===== src/rtl/lif_neuron_multi.sv =====
// Multi-synapse leaky integrate-and-fire neuron with a saturating membrane,
// a refractory period after each spike, and a saturating spike counter.
module lif_neuron_multi #(
   parameter int W     = 8,
   parameter int N     = 4,
   parameter int SH_W  = 3,
   parameter int REF_W = 4,
   parameter int CNT_W = 16
) (
   input  logic               clk,
   input  logic               rst,
   input  logic               en,
   input  logic [N-1:0]       syn,
   input  logic [N*W-1:0]     weights,
   input  logic [SH_W-1:0]    tau_shift,
   input  logic [W-1:0]       threshold,
   input  logic [W-1:0]       v_reset,
   input  logic [REF_W-1:0]   refrac,
   output logic               spike,
   output logic [W-1:0]       V,
   output logic               refractory,
   output logic [CNT_W-1:0]   spike_count
);

   localparam int SW = W + $clog2(N) + 1;

   typedef enum logic {INTEG, REFRAC} state_t;

   state_t           state;
   logic [REF_W-1:0] refrac_cnt;
   logic [W-1:0]     leaked;
   logic [SW-1:0]    sum;
   logic [W-1:0]     sat_sum;
   logic             fire;

   // A logical shift by >= W yields zero, so large tau_shift naturally means no leak.
   always_comb begin
      leaked = V - (V >> tau_shift);
      sum    = SW'(leaked);
      for (int unsigned i = 0; i < N; i++) begin
         if (syn[i]) sum = sum + SW'(weights[i*W +: W]);
      end
      sat_sum = (sum[SW-1:W] != '0) ? '1 : sum[W-1:0];
      fire    = (sat_sum >= threshold);
   end

   always_ff @(posedge clk) begin
      if (rst) begin
         state       <= INTEG;
         refrac_cnt  <= '0;
         V           <= '0;
         spike       <= 1'b0;
         refractory  <= 1'b0;
         spike_count <= '0;
      end else if (!en) begin
         spike <= 1'b0;
      end else begin
         case (state)
            INTEG: begin
               if (fire) begin
                  spike <= 1'b1;
                  V     <= v_reset;
                  if (spike_count != '1) spike_count <= spike_count + 1'b1;
                  if (refrac != '0) begin
                     state      <= REFRAC;
                     refrac_cnt <= refrac;
                     refractory <= 1'b1;
                  end
               end else begin
                  spike <= 1'b0;
                  V     <= sat_sum;
               end
            end
            REFRAC: begin
               spike      <= 1'b0;
               V          <= v_reset;
               refrac_cnt <= refrac_cnt - 1'b1;
               if (refrac_cnt == REF_W'(1)) begin
                  state      <= INTEG;
                  refractory <= 1'b0;
               end
            end
            default: state <= INTEG;
         endcase
      end
   end

endmodule

===== config.mk =====
export PLATFORM = sky130hd
export DESIGN_NAME = lif_neuron_multi
export DESIGN_NICKNAME = d
export VERILOG_FILES = /design/src/rtl/lif_neuron_multi.sv
export SDC_FILE = /design/constraint.sdc
export NUM_CORES = 1
export LEC_CHECK = 0
export CAP_MARGIN = 20
export CORE_MARGIN = 4
export CORE_UTILIZATION = 53
export CTS_BUF_LIST = sky130_fd_sc_hd__clkbuf_16
export DETAILED_ROUTE_END_ITERATION = 7
export GPL_TIMING_DRIVEN = 0
export PLACE_DENSITY = 0.83
export SYNTH_ARGS = -nofsm -noshare
export SYNTH_HDL_FRONTEND = slang
export SYNTH_SLANG_ARGS = --single-unit

===== constraint.sdc =====
create_clock -name clk -period 15.22 [get_ports clk]
set_input_delay 4.566 -clock clk [delete_from_list [all_inputs] [get_ports clk]]
set_output_delay 4.566 -clock clk [all_outputs]
set_load 0.02 [all_outputs]

==> impl_results.md, run 1 <==
- Netlist cell types: 67
- Core footprint: around 7700 um2
- Via density: 5.96
- Crit path kind: in -> reg
- Primary FF master, synth: dfxtp_1
- Clock Sinks: 31
- All-Layer GR Usage: between 20% and 30%
- Leading area contributor after synthesis: ha_1
- DP HPWL: 9.21 mm
- Hold Slack: 0.477 ns
- CP Launch Type: primary input
- Buffer count from post-CTS setup fixing: 0
- Area Growth Syn to Fin: 27.3%
- Post-CTS Hold Buffers: 0
- RSZ-0062 raised after global routing: false
- RR Endpoint: spike_count[9]$_SDFFE_PP0P_
- Worst-path fanout max: 10
- Worst Hold Class: reg -> reg
- Slowest-stage cell, CP: clkdlybuf4s50_1
- CP delay by family, top: compound AO/OA/AOI/OAI gates
- Synth Warn #: 0
- Post-DP Area: 5120 um2
- Initial Util: 54.0%
- IO Pins: 88
- First-pass GRT wire length: 18.8 mm
- Antenna Nets Post-Route: 0
- Routed wire length per instance: around 15 um
- Relative slew slack: 58.4%
- Skew final: about 0.0059 ns
- Worst setup margin: 0.989 ns
- Most frequent cells in the layout: clkdlybuf4s50_1 (84), nor2_1 (54), ha_1 (50)
- Mapped Cells: 546
- Slew Limit Fails: 0
- Nets: 754
- Post-CTS Resized: 0
- WP data required: approximately 15 ns
- Ys async rst share: 0%
- Port bufs: 84
- Top post-synthesis cells by area: ha_1 (15%), dfxtp_1 (15%), nor2_1 (4.9%)
- CTS Buf Count: 5
- Measured slew at the worst slew-check pin: 0.622 ns
- Yosys top cell area share: 15.1%
- Die H: between 90 and 100 um
- Share of layout cells above drive strength 1: 4.86%
- Max Root-Sink Buffers: 2
- Post-synth EDFFs: 0
- WP buf/inv: 5
- WL final: 11.4 mm
- Final worst path period share: between 90% and 100%
- # setup viols final: 0
- Die Wd: slightly below 100 um
- H-Tree Level Count: 2
- Setup WS pre-CTS: 0.899 ns
- Vias after detailed routing: 4410
- Number of global-route vias before repair: approximately 4.2k
- Syn Nets: around 660
- Seq/Total Area, Yosys: between 10 and 15%
- GP Congestion: between 0.9 and 1
- CTS tree: done
- Netlist area before placement: 4150 um2
- Max Clock Freq: approximately 0.070 GHz
- Hold Fails Final Rpt: 0
- Crit path from: tau_shift[1]
- Worst path depth: 45
- Antenna diodes: 0
- CP arrival: 14.44 ns
- Initial antenna violation count: 0
- Post-route cell area: 5280 um2
- Worst R2R Path Depth: 44
- CP most frequent cell: ha_1
- Setup TNS: 0 ns
- Row count: 32
- Drt drc: 0
- Root Buffer: clkbuf_16
- Avg Inst Size Synth: about 7.6 um2
- DRT Pass-1 Iters: 5
- RR Startpoint: V[4]$_SDFFE_PP0P_
- CP endpoint: spike_count[9]$_SDFFE_PP0P_
- Slowest stage delay, CP: 0.55 ns
- Setup slack, reg-to-reg: 5.69 ns
- Largest net degree at the start of global routing: 11
- Critical Path End Type: register
- Most common cell after layout, fill and taps aside: clkdlybuf4s50_1
- Drt initial violations: 244
- Maxcap violations: 0
- Die area: 9310 um2
- Run status: complete, no violations
- Worst-Skew Late Latency: around 0.28 ns
- Register bit count reported by yosys: 31
- Grt ovf: 0
- Final min period: 14.23 ns
- Clk pin slew, worst setup/hold paths: 0.05 ns
==> how the worst min path moves through the flow <==
stage	startpoint	to	slack, ns	depth (start not counted)
global route	refractory$_SDFFE_PP0P_	refractory$_SDFFE_PP0P_	0.53	2
floorplan	refrac_cnt[2]$_SDFFE_PP0P_	refrac_cnt[2]$_SDFFE_PP0P_	0.50	2
CTS	refractory$_SDFFE_PP0P_	refractory$_SDFFE_PP0P_	0.48	2
global placement	refractory$_SDFFE_PP0P_	refractory$_SDFFE_PP0P_	0.47	2
detailed placement	refractory$_SDFFE_PP0P_	refractory$_SDFFE_PP0P_	0.47	2
finish	refractory$_SDFFE_PP0P_	refractory$_SDFFE_PP0P_	0.48	2
==> cells in the mapped netlist, types with 3 or more instances <==
master and instances:
a211oi_1 8, a211oi_2 3, a21o_1 10, a21oi_1 40, a31oi_1 9, and2_1 4, and3_1 4, buf_2 4
clkbuf_1 14, dfxtp_1 31, fa_1 5, ha_1 50, inv_1 33, mux2_2 8, mux2i_1 14, nand2_1 30
nand2b_1 8, nand3_1 14, nand3b_1 5, nand4_1 13, nor2_1 54, nor2b_1 15, nor3_1 12, nor4_1 6
o211a_1 3, o211ai_1 3, o21a_1 13, o21ai_0 29, o21ai_1 12, o21bai_1 3, o22ai_1 4, o31a_1 3
o31ai_1 6, or3_1 6, xnor2_1 17, xor2_1 14
==> worst register-to-register path, delay by kind of cell (launching register included) <==
family	cells	cell delay [ns]
compound gates	18	3.44
simple gates	13	2.54
fa+ha+maj	7	2.07
flops	1	0.50
xor+xnor	2	0.39
buf+inv	3	0.37
mux	1	0.17
==> per-layer routing <==
layer | vias up | share of wire [%] | global-route usage, %
met5 | - | 0 | 0
met4 | 0 | 2.6 | 7.48
met3 | 32 | 5.0 | 2.79
met2 | 149 | 49 | 42.9
met1 | 2045 | 44 | 32.5
li1 | 2184 | - | -
==> cell type report <==
type,count,area (um2)
Buffer,20,96.3
Clock buffer,5,125
Clock inverter,3,38.8
Fill cell,657,2400
Inverter,34,128
Multi-Input combinational cell,461,3310
Sequential cell,31,621
Tap cell,102,128
Timing Repair Buffer,84,841
==> flip-flops by register name (all words and copies together) (netlist names) <==
name / flops
refractory: 1
refrac_cnt: 4
spike: 1
spike_count: 16
V: 8
state: 1
==> per-stage QoR <==
step / instances / util (%)
finish: 740 / 68.7
global route: 740 / 68.7
global placement: 732 / 66.6
floorplan: 546 / -
CTS: 740 / 68.7
detailed placement: 732 / 66.6
==> cell families (layout without fill, tap and decap cells) <==
kind of cell	after synthesis	in the layout	synth area share, %
buffers and inverters	54	146	5.40
xor gates and xnor gates	31	31	6.54
muxes	26	26	6.99
AOI/OAI and AO/OA	167	167	26.5
and+or+nand+nor	182	182	22.1
DFF	31	31	15.0
adders and majority gates	55	55	17.5
Power of run 1 is left out: the tool's default activity adds up to more than one toggle a clock period on the data nets, which glitch-free logic cannot reach.
==> run 2: changes to the inputs <==
- PLACE_DENSITY: 0.83 -> default
- PLACE_DENSITY_LB_ADDON: default -> 0.15
==> run 2 against run 1 <==
Against the previous run: fmax increased by 0.86%; critical path depth grew 1; worst setup slack better by 0.12 ns; sequential cell count did not move; highest routed layer unchanged; via count shrank 0.98%; critical path type unchanged.
==> impl_results.md, run 2 (synthesis results as in run 1) <==
- Run status: complete, no violations
- CP Launch Type: primary input
- All-Layer GR Usage: 23.3% (-1.5 points)
- Crit path kind: in -> reg
- Via density: 5.90 (-0.98%)
- WP buf/inv: 6 (+1)
- Relative slew slack: 60.0% (+1.6 points)
- Die area: 9310 um2 (unchanged)
- CTS tree: done
- Final worst path period share: 92.7% (-0.80 points)
- DP HPWL: 9.06 mm (-1.7%)
- Worst Hold Class: reg -> reg
- Initial antenna violation count: 0 (unchanged)
- Port bufs: 84 (unchanged)
- Setup slack, reg-to-reg: 5.84 ns (+0.15 ns)
- Skew final: 0.00948 ns (+0.00361 ns)
- Share of layout cells above drive strength 1: 4.70% (-0.16 points)
- Placed Cells: 732 (unchanged)
- Initial Util: 54.0% (unchanged)
- # setup viols final: 0 (unchanged)
- H-Tree Level Count: 2 (unchanged)
- Slowest-stage cell, CP: clkdlybuf4s50_1
- WP data required: 15.36 ns (-0.07 ns)
- Slowest stage delay, CP: 0.54 ns (about the same)
- Max Root-Sink Buffers: 2 (unchanged)
- Drt drc: 0 (unchanged)
- CTS Buf Count: 5 (unchanged)
- Worst-Skew Late Latency: 0.27 ns (about the same)
- Slew Limit Fails: 0 (unchanged)
- Grt ovf: 0 (unchanged)
- Number of flip-flops in the largest register: 16 (unchanged)
- CP most frequent cell: ha_1
- Worst-path fanout max: 10 (unchanged)
- Drt initial violations: 189 (-23%)
- Finished Layout Cells: 740 (unchanged)
- Final min period: 14.11 ns (-0.122 ns)
- Post-CTS Resized: 0 (unchanged)
- Core footprint: 7690 um2 (unchanged)
- Nets: 754 (unchanged)
- Area Growth Syn to Fin: 26.7%
- Reg with most FFs: spike_count
- WL final: 11.1 mm (-2.7%)
- Largest net degree at the start of global routing: 11 (unchanged)
- Clk pin slew, worst setup/hold paths: 0.05 ns (about the same)
- Measured slew at the worst slew-check pin: 0.599 ns (-0.0234 ns)
- Max Clock Freq: 0.0709 GHz (+0.86%)
- Hold Fails Final Rpt: 0 (unchanged)
- CP arrival: 14.25 ns (-0.19 ns)
- Clock Sinks: 31 (unchanged)
- DRT Pass-1 Iters: 4 (-1)
- IO Pins: 88 (unchanged)
- Critical Path End Type: register
- Most common cell after layout, fill and taps aside: clkdlybuf4s50_1
- Post-CTS Hold Buffers: 0 (unchanged)
- Die H: 96.5 um (unchanged)
- Routed wire length per instance: 15.0 um (-2.7%)
- Top flop regs: spike_count x16, V x8, refrac_cnt x4
- Buffer count from post-CTS setup fixing: 0 (unchanged)
- Number of global-route vias before repair: 3992 (-4.0%)
- Antenna Nets Post-Route: 0 (unchanged)
- Die Wd: 96.5 um (unchanged)
- Vias after detailed routing: 4367 (-0.98%)
- Most frequent cells in the layout: clkdlybuf4s50_1 (84), nor2_1 (54), ha_1 (50)
- Setup TNS: 0 ns (unchanged)
- RSZ-0062 raised after global routing: false
- CP delay by family, top: compound AO/OA/AOI/OAI gates
- First-pass GRT wire length: 17.7 mm (-6.0%)
- Row count: 32 (unchanged)
- Root Buffer: clkbuf_16
- GP Congestion: 0.928 (+2.3%)
- Antenna diodes: 0 (unchanged)
- Maxcap violations: 0 (unchanged)
[run 2: worst register-to-register path, delay by kind of cell, from the launching register on]
kind | cells | cell delay (ns)
adders and majority gates | 7 | 2.04
xor gates and xnor gates | 3 | 0.60
DFF | 1 | 0.47
and+or+nand+nor | 13 | 2.02
buffers and inverters | 4 | 0.74
AOI/OAI and AO/OA | 18 | 3.40
[run 2: layer usage]
metal	share of wire [%]	track usage [%]	up-vias
met4	0.74	3.97	0
met2	48	38.9	146
met3	6.7	4.34	11
met5	0	0	-
met1	45	31.9	2017
li1	-	-	2193
[run 2: final cells by class]
| type | count | area, um2 |
|---|---|---|
| Buffer | 20 | 96.3 |
| Multi-Input combinational cell | 461 | 3310 |
| Tap cell | 102 | 128 |
| Timing Repair Buffer | 84 | 841 |
| Sequential cell | 31 | 621 |
| Clock inverter | 3 | 12.5 |
| Fill cell | 667 | 2430 |
| Inverter | 34 | 128 |
| Clock buffer | 5 | 125 |
[run 2: through the flow]
step           util, %  setup WS (ns)  hold slack, ns  cell area [um2]
6_report          68.4           1.11           0.493             5260
4_1_cts           68.4           1.24           0.494             5260
3_3_place_gp      66.6           1.23           0.467             5120
3_5_place_dp      66.6           1.01           0.484             5120
2_1_floorplan        -           2.60           0.498             4150
5_1_grt           68.4          0.399           0.524             5260
[run 2: worst paths after layout]
kind | from | endpoint | cells after the start
max | tau_shift[1] | spike_count[5]$_SDFFE_PP0P_ | 46
min | spike_count[1]$_SDFFE_PP0P_ | spike_count[1]$_SDFFE_PP0P_ | 2
max reg2reg | V[4]$_SDFFE_PP0P_ | spike_count[5]$_SDFFE_PP0P_ | 45
min reg2reg | spike_count[1]$_SDFFE_PP0P_ | spike_count[1]$_SDFFE_PP0P_ | 2
Power of run 2 is left out for the same reason.
